`src/rtl/multi_project_sel.sv`:
```
// Purpose: selects one of NUM_PROJECTS user projects, sequences its reset, routes pads and Wishbone windows.
// Latency: Wishbone ack/read data 1 cycle after request; pad out/oeb 1 cycle; proj_io_in combinational.
// Backpressure: none; every request is acked after one cycle and ack is never held for more than one cycle.
// Ports: wbs_* Wishbone slave (CTRL +0x00, STATUS +0x04, project p window +0x100*(p+1));
//        io_* pad side; proj_io_* per-project pad slices; proj_rdata/proj_wb_update window read/write;
//        proj_rst (active high) and proj_clk_en per project. wbs_dat_i is shared unregistered with projects.
module multi_project_sel #(
    parameter int          NUM_PROJECTS = 8,
    parameter int          IO_WIDTH     = 38,
    parameter logic [31:0] BASE_ADDR    = 32'h3000_0000,
    parameter int          RST_CYCLES   = 16
) (
    input  logic                             wb_clk_i,
    input  logic                             wb_rst_n_i,
    input  logic                             wbs_cyc_i,
    input  logic                             wbs_stb_i,
    input  logic                             wbs_we_i,
    input  logic [3:0]                       wbs_sel_i,
    input  logic [31:0]                      wbs_adr_i,
    input  logic [31:0]                      wbs_dat_i,
    output logic                             wbs_ack_o,
    output logic [31:0]                      wbs_dat_o,
    input  logic [IO_WIDTH-1:0]              io_in,
    output logic [IO_WIDTH-1:0]              io_out,
    output logic [IO_WIDTH-1:0]              io_oeb,
    output logic [NUM_PROJECTS*IO_WIDTH-1:0] proj_io_in,
    input  logic [NUM_PROJECTS*IO_WIDTH-1:0] proj_io_out,
    input  logic [NUM_PROJECTS*IO_WIDTH-1:0] proj_io_oeb,
    input  logic [NUM_PROJECTS*32-1:0]       proj_rdata,
    output logic [NUM_PROJECTS-1:0]          proj_wb_update,
    output logic [NUM_PROJECTS-1:0]          proj_rst,
    output logic [NUM_PROJECTS-1:0]          proj_clk_en
);

    localparam logic [1:0] ST_IDLE  = 2'd0;
    localparam logic [1:0] ST_RESET = 2'd1;
    localparam logic [1:0] ST_RUN   = 2'd2;

    localparam logic [4:0] NP_W     = 5'(NUM_PROJECTS);
    localparam logic [3:0] SEL_MAX  = 4'(NUM_PROJECTS - 1);
    localparam logic [7:0] RST_LOAD = 8'(RST_CYCLES - 1);

    logic [1:0] state, state_nxt;
    logic [3:0] sel;
    logic       en;
    logic [7:0] cnt, cnt_nxt;

    // Bus decode
    logic        req;
    logic [31:0] off;
    logic        hit_ctrl, hit_stat, hit_win, win_run;
    logic [23:0] win_page, win_idx_full;
    logic [3:0]  win_idx;
    logic        ctrl_wr;
    logic [3:0]  new_sel;
    logic        new_en, new_soft;

    // A request is only taken when ack is low, which makes ack a one-cycle pulse
    // even when the master holds cyc/stb.
    assign req          = wbs_cyc_i && wbs_stb_i && !wbs_ack_o;
    assign off          = wbs_adr_i - BASE_ADDR;
    assign hit_ctrl     = (off[31:2] == 30'd0);
    assign hit_stat     = (off[31:2] == 30'd1);
    assign win_page     = off[31:8];
    assign win_idx_full = win_page - 24'd1;
    assign win_idx      = win_idx_full[3:0];
    assign hit_win      = (win_page != 24'd0) && (win_page <= 24'(NUM_PROJECTS));
    assign win_run      = hit_win && (state == ST_RUN) && (win_idx == sel);

    assign ctrl_wr  = req && wbs_we_i && hit_ctrl && (wbs_sel_i == 4'hF);
    assign new_sel  = ({1'b0, wbs_dat_i[3:0]} >= NP_W) ? SEL_MAX : wbs_dat_i[3:0];
    assign new_en   = wbs_dat_i[8];
    assign new_soft = wbs_dat_i[9];

    logic unused_ok;
    assign unused_ok = &{1'b0, off[1:0], win_idx_full[23:4], wbs_dat_i[31:10], wbs_dat_i[7:4]};

    // Next-state: the reset countdown runs on its own, a CTRL write overrides it.
    always_comb begin
        state_nxt = state;
        cnt_nxt   = cnt;
        if (state == ST_RESET) begin
            if (cnt == 8'd0) state_nxt = ST_RUN;
            else             cnt_nxt   = cnt - 8'd1;
        end
        if (ctrl_wr) begin
            if (!new_en) begin
                state_nxt = ST_IDLE;
                cnt_nxt   = 8'd0;
            end else if ((state != ST_RUN) || (new_sel != sel) || new_soft) begin
                // Covers entry from IDLE and a restart while already counting.
                state_nxt = ST_RESET;
                cnt_nxt   = RST_LOAD;
            end
        end
    end

    logic [NUM_PROJECTS-1:0] sel_oh;
    always_comb begin
        sel_oh = '0;
        for (int p = 0; p < NUM_PROJECTS; p++) sel_oh[p] = (sel == 4'(p));
    end

    // Slice selection by one-hot loop keeps all part-select indices constant.
    logic [IO_WIDTH-1:0] run_out, run_oeb;
    logic [31:0]         win_rdata;
    always_comb begin
        proj_io_in = '0;
        run_out    = '0;
        run_oeb    = '1;
        win_rdata  = '0;
        for (int p = 0; p < NUM_PROJECTS; p++) begin
            if (sel_oh[p]) begin
                proj_io_in[p*IO_WIDTH +: IO_WIDTH] = io_in;
                run_out   = proj_io_out[p*IO_WIDTH +: IO_WIDTH];
                run_oeb   = proj_io_oeb[p*IO_WIDTH +: IO_WIDTH];
                win_rdata = proj_rdata[p*32 +: 32];
            end
        end
    end

    logic [31:0] rd_mux;
    always_comb begin
        rd_mux = '0;
        if (hit_ctrl)
            rd_mux = {23'd0, en, 4'd0, sel};
        else if (hit_stat)
            rd_mux = {8'd0, cnt, 6'd0, (state == ST_RESET), (state == ST_RUN), 4'd0, sel};
        else if (win_run)
            rd_mux = win_rdata;
    end

    // Held in reset everywhere except the running project; the selected project
    // is clocked during its reset so synchronous resets take effect.
    always_comb begin
        proj_rst    = '1;
        proj_clk_en = '0;
        if (state == ST_RESET) begin
            proj_clk_en = sel_oh;
        end else if (state == ST_RUN) begin
            proj_rst    = ~sel_oh;
            proj_clk_en = sel_oh;
        end
    end

    always_ff @(posedge wb_clk_i or negedge wb_rst_n_i) begin
        if (!wb_rst_n_i) begin
            state          <= ST_IDLE;
            cnt            <= 8'd0;
            sel            <= 4'd0;
            en             <= 1'b0;
            wbs_ack_o      <= 1'b0;
            wbs_dat_o      <= '0;
            proj_wb_update <= '0;
            io_out         <= '0;
            io_oeb         <= '1;
        end else begin
            state <= state_nxt;
            cnt   <= cnt_nxt;
            if (ctrl_wr) begin
                sel <= new_sel;
                en  <= new_en;
            end
            wbs_ack_o      <= req;
            wbs_dat_o      <= (req && !wbs_we_i) ? rd_mux : 32'd0;
            proj_wb_update <= (req && wbs_we_i && win_run) ? sel_oh : '0;
            if (state == ST_RUN) begin
                io_out <= run_out;
                io_oeb <= run_oeb;
            end else begin
                io_out <= '0;
                io_oeb <= '1;
            end
        end
    end

endmodule
```
`config.mk`:
```
export PLATFORM = sky130hd
export DESIGN_NAME = multi_project_sel
export DESIGN_NICKNAME = d
export VERILOG_FILES = /design/src/rtl/multi_project_sel.sv
export SDC_FILE = /design/constraint.sdc
export NUM_CORES = 1
export LEC_CHECK = 0
export CAP_MARGIN = 0
export CELL_PAD_IN_SITES_DETAIL_PLACEMENT = 1
export CELL_PAD_IN_SITES_GLOBAL_PLACEMENT = 1
export CORE_AREA = 2 2 548 550
export CTS_BUF_LIST = sky130_fd_sc_hd__clkbuf_16
export DETAILED_ROUTE_END_ITERATION = 8
export DIE_AREA = 0 0 550 552
export DONT_BUFFER_PORTS = 1
export PLACE_DENSITY_LB_ADDON = 0.1
export SLEW_MARGIN = 20
export SYNTH_ARGS = -nofsm -noshare
export SYNTH_HDL_FRONTEND = slang
export SYNTH_SLANG_ARGS = --single-unit
export TNS_END_PERCENT = 100
```
`constraint.sdc`:
```
create_clock -name wb_clk_i -period 5.96 [get_ports wb_clk_i]
set_clock_uncertainty 0.05 [all_clocks]
set_input_delay 0.894 -clock wb_clk_i [delete_from_list [all_inputs] [get_ports wb_clk_i]]
set_output_delay 0.894 -clock wb_clk_i [all_outputs]
set_load 0.05 [all_outputs]
```
==> flow_metrics.tcl, run 1 <==
set metrics [dict create \
    track_usage_pct 10.4 \
    worstSkewPairLatency_ns 0.56 \
    irDropWorstVdd_mv 0.0965 \
    synth_ff_type "dfrtp_1" \
    post-dp-hpwl_mm 137 \
    p_int_uw 1710 \
    max_cap_violations 0 \
    cpLargestDelayFamily "simple AND/OR/NAND/NOR gates" \
    cpPeakStageDelay_ns 0.79 \
    final_nets 2604 \
    final-hold-violation-count 0 \
    fillers 35700 \
    startpoint_type "register" \
    rsz0062_at_grt "no" \
    tns_ns 0 \
    path_common_cell "buf_4" \
    cp_max_fo 29 \
    drc 0 \
    switchingPower_uw 752 \
    first_pass_iters 5 \
    die_w_um 550 \
    grt_pass1_vias 16700 \
    placed_area_um2 18200 \
    synth_seq_cells 132 \
    finalSetupViolCount 0 \
    setup.worst_path.end "proj_clk_en[5]" \
    crit_chain "buf_4, nor2b_4, buf_4, nand2_1, nor2_1" \
    grt.met1_usage_pct 11.8 \
    cp_num_cells 5 \
    r2r_slack_ns 2.18 \
    r2r-end "wbs_dat_o[8]" \
    synth_area_per_cell_um2 7.69 \
    p_comb_share_pct 7.6 \
    synth_area_um2 13300 \
    cp_slowest_cell "nor2_1" \
    fin_crit_sh_pct 74.6 \
    top_usage_layer "met2" \
    drt_iter0_drc 1023 \
    gp_congestion 0.793 \
    area_delta_synth_final_pct 43.4 \
    seqPwrFrac_pct 36.5 \
    synthArstFlopShare_pct 100 \
    critPathRequiredTime_ns 5.02 \
    wl_per_cell_um 29.5 \
    post-place-cells 5554 \
    grt.met3_usage_pct 3.30 \
    pin_count 1412 \
    cts.clk_slew.worst_paths_ns 0.09 \
    worstMarginPinSlew_ns 1.06 \
    overflow 0 \
    routed_via_density 2.78 \
    synth_nets 2707 \
    p_leak_uw 0.00630 \
    powerDensity_nw_per_um2 129 \
    worstPathArrival_ns 3.50 \
    synth_enable_flop_cells 0 \
    grt_pass1_wl_mm 204 \
    r2r_cells 8 \
    grt_max_degree 140 \
    p_clk_share_pct 55.9 \
    outcome "finished, final reports clean" \
    ys_seq_area_share_pct 25.2 \
    antenna_found_initial 102 \
    portBuffers 0 \
    critPathCaptureType "primary output" \
    design.core.area_um2 298000 \
    netlist_instances 1728 \
    reg2reg_from "sel[0]" \
    p_sw_share_pct 30.5 \
    max-slew-margin-rel_pct 27.4 \
    clk_path_buf_depth 3 \
    rows 201 \
    cts_sinks 132 \
    path_class "reg2out" \
    dieArea_um2 304000 \
    initial_core_util_pct 4.46 \
    ant_nets 0 \
    place_ws_ns 1.82 \
    drive_above_1_share_pct 13.8 \
    cts_tree "yes" \
    die_h_um 552 \
    cts-htree-levels 4 \
    ys_types 72 \
    met2_usage_pct 18.4 \
    crit_path_start "sel[2]" \
    routed_wl_mm 167 \
    layout_min_cycle_time_ns 4.44 \
    setup_ws_ns 1.52 \
    fin_cells 5656 \
    min_path_type "in2async" \
    drv_slew 0 \
    fin_area_um2 19100 \
    vias 15700 \
    critPathBufInv 2 \
    ys_warn_count 0 \
    cts_buffers 25 \
    cts-root-buf "clkbuf_16" \
    max_freq_mhz 225 \
]
## placed cells by master (no fill, tap or decap), types with 9 or more instances in the layout
cell type and count:
mux4_2 14, nand2_1 85, a22oi_1 52, a32o_1 13
a21oi_1 141, nor4_1 9, inv_1 10, and2_1 167
a21o_1 40, mux2i_1 57, a221oi_1 49, o21ai_0 160
o22ai_1 88, nor3_1 17, nor2_1 99, dfstp_2 38
mux2_2 43, diode_2 69, o2bb2ai_1 37, clkbuf_16 25
o22a_1 16, a31oi_1 16, buf_4 58, a22o_1 10
dfrtp_1 90, and3_1 153
## metal layers
metal	part of all wire (%)	routed length, um
met4	3.4	5710
met1	39	64700
met3	9.0	15000
met2	49	81300
met5	0.19	317
## synth_stat cells (14+ instances only)
library cell    n  area [um^2]
a31oi_1        16          100
mux4_2         14          315
a21oi_1       141          706
dfrtp_1        94         2350
o22a_1         16          140
nand2_1        86          323
and2_1        167         1040
o2bb2ai_1      38          333
o22ai_1        88          551
nor2_1        103          387
mux2i_1        57          571
o21ai_0       160          801
buf_1          14         52.6
nor3_1         19         95.1
a21o_1         40          300
clkbuf_1      159          597
a221oi_1       50          438
mux2_2         43          484
and3_1        153          957
buf_2          22          110
dfstp_2        38          998
a22oi_1        52          390
## cell type report
type                       count  area [um^2]  area share [%]
antenna                       69          173           0.906
clock buffer                  25          626            3.28
tap                         3958         4950            26.0
timing repair buffer          67          613            3.22
clock inverter                 6         25.0           0.131
sequential                   132         3360            17.6
multi-input combinational   1387         9270            48.6
inverter                      12         45.0           0.236
## kinds of logic (layout without fill, tap and decap cells)
family	Yosys count	count (layout)	synth area share, %
AO/OA/AOI/OAI	664	664	32.3
AND/OR/NAND/NOR	594	594	24.8
buffers and inverters	209	110	6.22
flip-flops	132	132	25.2
multiplexers	115	115	10.4
XOR/XNOR	10	10	0.762
adder cells (fa/ha/maj)	4	4	0.376
other	0	69	0
## worst min path at each step
| stage | startpoint | slack [ns] | end |
|---|---|---|---|
| 2_1_floorplan | en | 0.41 | en |
| 3_3_place_gp | en | 0.44 | en |
| 3_5_place_dp | en | 0.45 | en |
| 4_1_cts | wb_rst_n_i | 0.002 | io_out[24] |
| 5_1_grt | wb_rst_n_i | 0.02 | io_out[24] |
| 6_report | wb_rst_n_i | 0.12 | io_out[24] |
## what timing repair did
item / in CTS / in global routing
setup buffers: 0 / 0
hold endpoints to repair: 63 / 0
hold buffers: 2 / 0
resized for setup: 0 / 0
## flip-flops by register name (all words and copies together) (netlist names)
register	flops
wbs_ack_o	1
proj_wb_update	8
io_out	38
io_oeb	38
cnt	8
en	1
wbs_dat_o	32
sel	4
state	2
## power by group through the flow
stage	logic, uW	clock network, uW	registers (uW)
2_1_floorplan	134	0	915
3_3_place_gp	176	0	915
3_5_place_dp	174	0	915
4_1_cts	194	1510	899
5_1_grt	201	1510	899
6_report	188	1380	899
## stage by stage
stage / total power [uW] / utilization [%] / hold slack, ns
2_1_floorplan: 1050 / - / 0.409
3_3_place_gp: 1090 / 6.10 / 0.437
3_5_place_dp: 1090 / 6.10 / 0.450
4_1_cts: 2600 / 6.33 / 0.00236
5_1_grt: 2610 / 6.37 / 0.0246
6_report: 2460 / 6.39 / 0.123
No activity file was read; power rests on OpenSTA's default activity.
==> run 2: changes to the inputs <==
--- a/config.mk
+++ b/config.mk
@@ -8,10 +8,10 @@
 export CAP_MARGIN = 0
 export CELL_PAD_IN_SITES_DETAIL_PLACEMENT = 1
 export CELL_PAD_IN_SITES_GLOBAL_PLACEMENT = 1
-export CORE_AREA = 2 2 548 550
+export CORE_AREA = 2 2 553 555
 export CTS_BUF_LIST = sky130_fd_sc_hd__clkbuf_16
 export DETAILED_ROUTE_END_ITERATION = 8
-export DIE_AREA = 0 0 550 552
+export DIE_AREA = 0 0 555 557
 export DONT_BUFFER_PORTS = 1
 export PLACE_DENSITY_LB_ADDON = 0.1
 export SLEW_MARGIN = 20
==> constraint.sdc (replaced) <==
create_clock -name wb_clk_i -period 4 [get_ports wb_clk_i]
set_clock_uncertainty 0.05 [all_clocks]
set_input_delay 0.6 -clock wb_clk_i [delete_from_list [all_inputs] [get_ports wb_clk_i]]
set_output_delay 0.6 -clock wb_clk_i [all_outputs]
set_load 0.05 [all_outputs]
==> run 2 against run 1 <==
Sequential power rose by 49%. Global-route usage up 0.56 points. Critical path type unchanged. Cell area is 15% higher. Largest power group unchanged. First-iteration DRC count is 2.2% higher. Hold slack worse by 0.081 ns. Cell count grew 4.3%. Register-to-register slack got worse by 1.5 ns. Clock-buffer cell count stayed put. Via count rose by 5.0%. Power increased by 55%.
==> flow_metrics.tcl, run 2 (synthesis results as in run 1) <==
set metrics [dict create \
    critPathCaptureType "primary output" \
    finalSetupViolCount 0 \
    pin_count 1412 \
    fillers 36100 \
    fin_crit_sh_pct 90.8 \
    vias 16500 \
    multi_input_area_um2 9260 \
    routed_via_density 2.80 \
    startpoint_type "register" \
    r2r_cells 7 \
    overflow 0 \
    drc 0 \
    most-common-layout-cells "buf_4 (199), and2_1 (167), o21ai_0 (160), and3_1 (153), a21oi_1 (141)" \
    final_nets 2832 \
    cp_max_fo 29 \
    track_usage_pct 11.0 \
    cts_buffers 25 \
    worstMarginPinSlew_ns 0.915 \
    cts-root-buf "clkbuf_16" \
    max_cap_violations 0 \
    rows 203 \
    top_regs "io_oeb: 38 flops, io_out: 38 flops, wbs_dat_o: 32 flops" \
    post-place-cells 5820 \
    max_freq_mhz 275 \
    worstPathArrival_ns 2.98 \
    min_path_type "in2async" \
    r2r-end "wbs_dat_o[5]" \
    tns_ns 0 \
    grt_pass1_vias 17500 \
    irDropWorstVdd_mv 0.226 \
    post-dp-hpwl_mm 148 \
    die_h_um 557 \
    gp_congestion 0.823 \
    clk_path_buf_depth 3 \
    wl_per_cell_um 30.2 \
    die_w_um 555 \
    path_class "reg2out" \
    drive_above_1_share_pct 24.3 \
    cts-htree-levels 4 \
    critPathRequiredTime_ns 3.35 \
    final_common_cell "buf_4" \
    seqCellArea_um2 3360 \
    outcome "finished, final reports clean" \
    portBuffers 0 \
    drv_slew 0 \
    fin_cells 5899 \
    layout_min_cycle_time_ns 3.63 \
    grt_max_degree 122 \
    ant_nets 0 \
    r2r_slack_ns 0.64 \
    worstSkewPairLatency_ns 0.56 \
    cts_tree "yes" \
    dieArea_um2 309000 \
    grt_pass1_wl_mm 218 \
    initial_core_util_pct 4.37 \
    antenna_found_initial 108 \
    post-cts-setup-buffer-count 0 \
    rsz0062_at_grt "no" \
    p_leak_uw 0.00783 \
    design.core.area_um2 304000 \
    max-slew-margin-rel_pct 37.4 \
    final-hold-violation-count 0 \
    area_delta_synth_final_pct 64.4 \
    first_pass_iters 5 \
    reg2reg_from "sel[1]" \
    drt_iter0_drc 1045 \
    cts.clk_slew.worst_paths_ns 0.07 \
    routed_wl_mm 178 \
    powerDensity_nw_per_um2 175 \
    cts_sinks 132 \
]
==> run 2: worst max-delay path, stage by stage, from the launching register on <==
cell and delay, ns:
dfrtp_4 0.83, nor4bb_4 0.63, buf_12 0.28, and2_1 0.50
==> run 2: stage by stage <==
| step | utilization, % | power [uW] | area (um^2) | hold slack (ns) | setup WS (ns) |
|---|---|---|---|---|---|
| global route | 7.17 | 4040 | 21800 | 0.0360 | 0.215 |
| finish | 7.19 | 3820 | 21900 | 0.0417 | 0.367 |
| detailed placement | 6.91 | 1710 | 21000 | 0.262 | 0.168 |
| floorplan | - | 1560 | 13300 | 0.254 | 1.05 |
| global placement | 6.91 | 1720 | 21000 | 0.265 | 0.224 |
| CTS | 7.15 | 4030 | 21700 | 0.0200 | 0.150 |
==> run 2: cell type report <==
class | count | share of cell area [%]
clock buffers | 25 | 2.86
clock inverters | 8 | 0.143
well taps | 3997 | 22.9
multi-input cells | 1387 | 42.4
flip-flops and latches | 132 | 15.4
repair buffers | 295 | 15.7
inverters | 12 | 0.206
diodes | 43 | 0.492
==> run 2: worst max path at each step <==
| stage | startpoint | end | slack (ns) | depth (start not counted) |
|---|---|---|---|---|
| 2_1_floorplan | sel[1] | proj_io_in[10] | 1.05 | 6 |
| 3_3_place_gp | sel[1] | wbs_dat_o[5] | 0.22 | 7 |
| 3_5_place_dp | sel[1] | wbs_dat_o[5] | 0.17 | 7 |
| 4_1_cts | sel[1] | wbs_dat_o[5] | 0.15 | 7 |
| 5_1_grt | sel[0] | proj_io_in[121] | 0.22 | 3 |
| 6_report | sel[0] | proj_io_in[121] | 0.37 | 3 |
==> run 2: power by group <==
part | leakage (uW) | internal (uW) | switching (uW)
Combinational | 0.00584 | 179 | 216
Sequential | 0.00165 | 1340 | 2.40
Clock | 0.000335 | 1120 | 970
==> run 2: timing repair <==
| item | CTS | global route |
|---|---|---|
| hold endpoints to repair | 121 | 0 |
| endpoints found under the setup margin | 0 | 0 |
| gates resized for setup | 0 | 0 |
| hold buffers | 2 | 0 |
==> run 2: layer usage <==
metal	global-route usage (%)	share of wire, %	vias up
met1	13.0	41	8340
met3	3.96	8.8	204
met4	2.76	2.4	54
li1	-	-	6780
met2	18.7	48	1144
met5	0	0.23	-
